<file path="src/rtl/shift_display_controller.sv">
// Four-digit entry register with seven-segment (active-low, {g..a}) display outputs.
// Define SDC_BLANK_UNUSED_EN to blank the display of digits that have not been written since reset/restart.
module shift_display_controller (
    input  logic        clk,
    input  logic        sys_reset,
    input  logic        restart_pulse,
    input  logic        store_digit_pulse,
    input  logic [2:0]  digit_count,
    input  logic [3:0]  current_digit,
    output logic [15:0] entered_code,
    output logic [6:0]  HEX5,
    output logic [6:0]  HEX4,
    output logic [6:0]  HEX3,
    output logic [6:0]  HEX2
);

`ifdef SDC_BLANK_UNUSED_EN
    localparam logic BLANK_UNUSED = 1'b1;
`else
    localparam logic BLANK_UNUSED = 1'b0;
`endif

    // Index 3 holds d3, so the packed array is already {d3,d2,d1,d0}.
    logic [3:0][3:0] digit_q, digit_d;
    logic [3:0]      valid_q, valid_d;
    logic [1:0]      wr_idx;
    logic [3:0][6:0] hex_img;

    function automatic logic [6:0] seg7(input logic [3:0] d);
        case (d)
            4'd0:    seg7 = 7'h40;
            4'd1:    seg7 = 7'h79;
            4'd2:    seg7 = 7'h24;
            4'd3:    seg7 = 7'h30;
            4'd4:    seg7 = 7'h19;
            4'd5:    seg7 = 7'h12;
            4'd6:    seg7 = 7'h02;
            4'd7:    seg7 = 7'h78;
            4'd8:    seg7 = 7'h00;
            4'd9:    seg7 = 7'h10;
            default: seg7 = 7'h7F;
        endcase
    endfunction

    // Position 0 addresses d3, so the register index is 3 - position.
    assign wr_idx = ~digit_count[1:0];

    always_comb begin
        digit_d = digit_q;
        valid_d = valid_q;
        if (restart_pulse) begin
            digit_d = '0;
            valid_d = '0;
        end else if (store_digit_pulse && !digit_count[2]) begin
            digit_d[wr_idx] = current_digit;
            valid_d[wr_idx] = 1'b1;
        end
    end

    always_ff @(posedge clk or negedge sys_reset) begin
        if (!sys_reset) begin
            digit_q <= '0;
            valid_q <= '0;
        end else begin
            digit_q <= digit_d;
            valid_q <= valid_d;
        end
    end

    always_comb begin
        for (int i = 0; i < 4; i++) begin
            hex_img[i] = (BLANK_UNUSED && !valid_q[i]) ? 7'h7F : seg7(digit_q[i]);
        end
    end

    assign entered_code = digit_q;
    assign HEX5 = hex_img[3];
    assign HEX4 = hex_img[2];
    assign HEX3 = hex_img[1];
    assign HEX2 = hex_img[0];

endmodule

</file>
<file path="config.mk">
export PLATFORM = sky130hd
export DESIGN_NAME = shift_display_controller
export DESIGN_NICKNAME = d
export VERILOG_FILES = /design/src/rtl/shift_display_controller.sv
export SDC_FILE = /design/constraint.sdc
export NUM_CORES = 1
export LEC_CHECK = 0
export CORE_ASPECT_RATIO = 0.7
export CORE_MARGIN = 2
export CORE_UTILIZATION = 39
export CTS_BUF_LIST = sky130_fd_sc_hd__clkbuf_4 sky130_fd_sc_hd__clkbuf_8
export DETAILED_ROUTE_END_ITERATION = 8
export PLACE_DENSITY = 0.72
export SKIP_CTS_REPAIR_TIMING = 1
export SLEW_MARGIN = 20
export SYNTH_ARGS = -nofsm -noshare
export SYNTH_HDL_FRONTEND = slang
export SYNTH_SLANG_ARGS = --single-unit
</file>
<file path="constraint.sdc">
create_clock -name clk -period 1.86 [get_ports clk]
set_clock_uncertainty 0.2 [all_clocks]
set_input_delay 0.372 -clock clk [delete_from_list [all_inputs] [get_ports clk]]
set_output_delay 0.372 -clock clk [all_outputs]
set_load 0.02 [all_outputs]
</file>
After elaboration in Yosys (flattened, before gate mapping). Memory sizes are Yosys's and may differ from the RTL's. Index checks and enable logic that the tools add are counted.

Memories kept: 4. Output and inout bits: 44. Register bits: 16. Memory bits (read-only): 448.

Memory list: (no name shown) (depth 16, width 7, read ports 1, clocked after Yosys merged registers in 0, write ports 0, RTL line 30) `case (d)`; (no name shown) (depth 16, width 7, read ports 1, clocked after Yosys merged registers in 0, write ports 0, RTL line 30); (no name shown) (depth 16, width 7, read ports 1, clocked after Yosys merged registers in 0, write ports 0, RTL line 30); (no name shown) (depth 16, width 7, read ports 1, clocked after Yosys merged registers in 0, write ports 0, RTL line 30).

Bitwise gates (word level): 1. Order comparisons: 2. Multiplexer cells: 5. Reduce and logical (&&, ||, !) cells: 4.

Operators with widths (number): 2-to-1 mux 16 bit (2); bitwise mux 16 bit (1); demux 4 bit (select 2 bit) (1); 2-to-1 mux 4 bit (1); < comparator 2 x 3 -> 1 bit, second input constant (1); greater-or-equal comparator 2 x 1 -> 1 bit, second input constant (1); logical AND 1 bit (2); NOT 2 bit (1); nonzero test 2 bit (1); zero test 1 bit (1).

Depth between registers and ports, before layout.
Depth in word-level cells: 8. Mapped depth: 5.

Least setup slack after synthesis. Ideal clock, no wire load.

Path type: reg2out. Start: register digit_q, in the netlist entered_code[5]. End: output HEX3[4]. Stages on the path, launching flop included: 6. Setup slack: -0.172 ns. Data required time: 1.288 ns. Data arrival time: 1.460 ns. Path buffers: 0. Cells stage by stage: dfrtp_1 inv_1 ha_1 nand2_1 o21ai_0 o21ai_0.

Longest elaborated chain between the ends: 1.

Ends and longest elaborated chain: start: declaration (RTL line 24) `logic [3:0][3:0] digit_q, digit_d;`; start signal: assignment (RTL line 65) `digit_q <= digit_d;`; memory read (16 x 7 bit); end: declaration (RTL line 13) `output logic [6:0] HEX3,`.

Every way passes these cells.

Worst setup path after layout.
Start: register digit_q, in the netlist entered_code[0]. End: output HEX2[3].

Longest elaborated chain between the ends: 1.

Ends and longest elaborated chain: memory read (16 x 7 bit); end: declaration (RTL line 14) `output logic [6:0] HEX2`.

Every way passes these cells.

==> flow_metrics.py <==
metrics = {
    "clock_network": {
        "clk_pin_slew_worst_paths_ps": 60,
        "cts_tree": "built",
        "h-tree-depth": 1,
        "cts_buffers": 3,
        "clockBufferDepth": 2,
        "insertion_delay_ps": 240,
        "root_buffer": "clkbuf_8",
        "clock_sinks": 16,
    },
    "cells_and_area": {
        "stdcell_area_um2": 2900,
        "nNetsFinal": 312,
        "fillCellCount": 225,
        "regArea_um2": 414,
        "multi_input_area_um2": 1360,
        "fin_cells": 330,
        "drive_gt1_frac": 0.604,
        "diodes": 0,
        "syn2layout_area_growth_pct": 97.9,
        "largest_register_ffs": 16,
    },
    "timing": {
        "fin_tns_setup_ps": -2190,
        "finalMaxSlewViolations": 0,
        "holdWs_ps": 240,
        "slew_headroom": 0.835,
        "worst_slew_pin_slew_ps": 247,
        "finalSetupViolCount": 26,
        "rsz0062_at_grt": "yes",
        "period_minus_slack_ps": 2020,
        "finalWorstSetupSlack_ps": -163,
        "period_share": 1.09,
        "max_freq_mhz": 494,
        "hold_viol_final": 0,
    },
    "power_and_ir_drop": {
        "p_leak_nw": 1.53,
        "power_w": 0.00101,
        "max-vdd-ir-drop_v": 0.000577,
        "pwr_density_cell_nw_per_um2": 347,
    },
    "worst_setup_path": {
        "cp.arrival_ps": 1450,
        "cp-end-kind": "output pin",
        "start_kind": "flop",
        "path_cells": "ha_4 > or2_4 > a21oi_4 > a31oi_2 > buf_4",
        "crit_slowest_cell": "dfrtp_2",
        "path_max_fanout": 4,
        "crit_path_max_incr_delay_ps": 450,
        "reg2reg_slack_ps": 650,
        "critical_path_class": "flop to output pin",
        "critPathRequiredTime_ps": 1290,
    },
    "yosys": {
        "synthesis.area_um2": 1470,
        "synth.distinct_cells": 22,
        "synth_nets": 213,
        "yosysWarnings": 0,
        "synth.avg_cell_area_um2": 8.06,
        "yosysSeqAreaShare": 0.273,
        "ys_ff_latch": 16,
        "netlist_instances": 182,
    },
    "placed_design": {
        "dp_hpwl_um": 3040,
        "dpl_cell_area_um2": 2410,
        "routabilityCongestion": 0.843,
        "port_buffers": 54,
        "post-place-cells": 318,
    },
    "global_routing": {
        "grt_max_degree": 17,
        "grt.total_usage": 0.179,
        "grt_pass1_wl_um": 6300,
        "antenna_found_initial": 0,
        "grt_pass1_vias": 1388,
        "grt-ovfl-total": 0,
    },
    "floorplanning": {
        "die_w_um": 77.3,
        "core_region_area_um2": 3560,
        "start_util": 0.412,
        "die_h_um": 55.3,
        "num_io_pins": 55,
        "dieArea_um2": 4270,
        "rows": 18,
    },
    "routing": {
        "drt_pass1_iterations": 4,
        "wire_per_inst_um": 13.7,
        "drtAntennaViolNets": 0,
        "viasPerCell": 4.85,
        "drt_iter0_markers": 33,
        "drc": 0,
        "wl_um": 4510,
        "vias": 1601,
    },
    "run_status": {
        "violations": "negative setup slack",
        "status": "finished with violations",
    },
    "worst_hold_path": {
        "hold_path.class": "input pin to async pin",
    },
    "run": {
        "drv_cap": 0,
    },
}
==> synth_stat cells <==
| cell | instances | area (um2) |
|---|---|---|
| nor2_1 | 38 | 143 |
| a21oi_1 | 20 | 100 |
| ha_1 | 20 | 250 |
| dfrtp_1 | 16 | 400 |
| inv_1 | 16 | 60.1 |
| mux2i_1 | 16 | 160 |
| nand2b_1 | 12 | 75.1 |
| o21ai_0 | 12 | 60.1 |
| a31oi_1 | 6 | 37.5 |
| clkbuf_1 | 5 | 18.8 |
| or2_2 | 4 | 25.0 |
| nand2_1 | 3 | 11.3 |
| and4bb_2 | 2 | 25.0 |
| buf_2 | 2 | 10.0 |
| clkbuf_2 | 2 | 10.0 |
| xor2_1 | 2 | 17.5 |
| a211oi_1 | 1 | 7.51 |
| a22oi_1 | 1 | 7.51 |
| a2bb2oi_1 | 1 | 8.76 |
| nand4b_1 | 1 | 8.76 |
| nor2b_1 | 1 | 6.26 |
| nor4b_4 | 1 | 23.8 |
==> path summary, 6_finish.rpt <==
check | startpoint | endpoint | cells after the start
hold reg to reg | entered_code[12] | entered_code[12] | 2
hold / removal | sys_reset | entered_code[7] | 2
max in group asynchronous | sys_reset | entered_code[3] | 2
setup reg to reg | entered_code[9] | entered_code[9] | 4
min in group clk | entered_code[12] | entered_code[12] | 2
setup / recovery | entered_code[0] | HEX2[3] | 5
==> through the flow <==
stage	utilization	setup slack, ps
2_1_floorplan	-	-40.3
3_3_place_gp	0.677	-378
3_5_place_dp	0.677	-440
4_1_cts	0.692	-718
5_1_grt	0.815	-213
6_report	0.815	-163
==> where the power goes <==
| part | internal [W] | switching [W] | leakage (nW) | total, W |
|---|---|---|---|---|
| registers | 0.000356 | 0.0000106 | 0.204 | 0.000367 |
| logic | 0.000169 | 0.000171 | 1.30 | 0.000340 |
| clock network | 0.000187 | 0.000113 | 0.0288 | 0.000300 |
| total | 0.000713 | 0.000294 | 1.53 | 0.00101 |
==> placed cells by master (no fill, tap or decap), types with 5 or more instances in the layout <==
cell	n
ha_1	5
nand2b_4	8
nor2_1	26
clkdlybuf4s50_1	10
a21oi_2	10
buf_6	19
dfrtp_2	11
inv_1	7
dlymetal6s2s_1	17
o21ai_1	6
ha_2	5
a21oi_1	6
mux2i_1	16
buf_4	54
nor2_2	9
dfrtp_1	5
inv_2	8
ha_4	10
==> critical path: cells and delay by family, from the launching register on <==
family	cells	cell delay [ps]
AND/OR/NAND/NOR	1	230
flip-flops	1	450
AO/OA/AOI/OAI	2	200
buffers and inverters	1	160
adder cells (fa/ha/maj)	1	170
==> final cells by class <==
cell class	instances	area share
multi-input combinational	141	0.469
clock buffer	4	0.0190
inverter	16	0.0216
timing repair buffer	103	0.326
tap	50	0.0216
sequential	16	0.143
==> per-layer routing <==
metal / up-vias / routed length, um / GRT usage
li1: 809 / - / -
met1: 765 / 2170 / 0.255
met2: 25 / 2220 / 0.292
met3: 2 / 114 / 0.0343
met4: 0 / 12 / 0.0230
met5: - / 0 / 0
==> cells by family (layout without fill, tap and decap cells) <==
| kind of cell | after synthesis | count (layout) | synth area share |
|---|---|---|---|
| multiplexers | 16 | 16 | 0.109 |
| AND/OR/NAND/NOR | 62 | 62 | 0.217 |
| XOR/XNOR | 2 | 2 | 0.0119 |
| AO/OA/AOI/OAI | 41 | 41 | 0.151 |
| buffers and inverters | 25 | 123 | 0.0674 |
| adder cells (fa/ha/maj) | 20 | 20 | 0.171 |
| flip-flops | 16 | 16 | 0.273 |
Power figures use the tool's default switching activity.
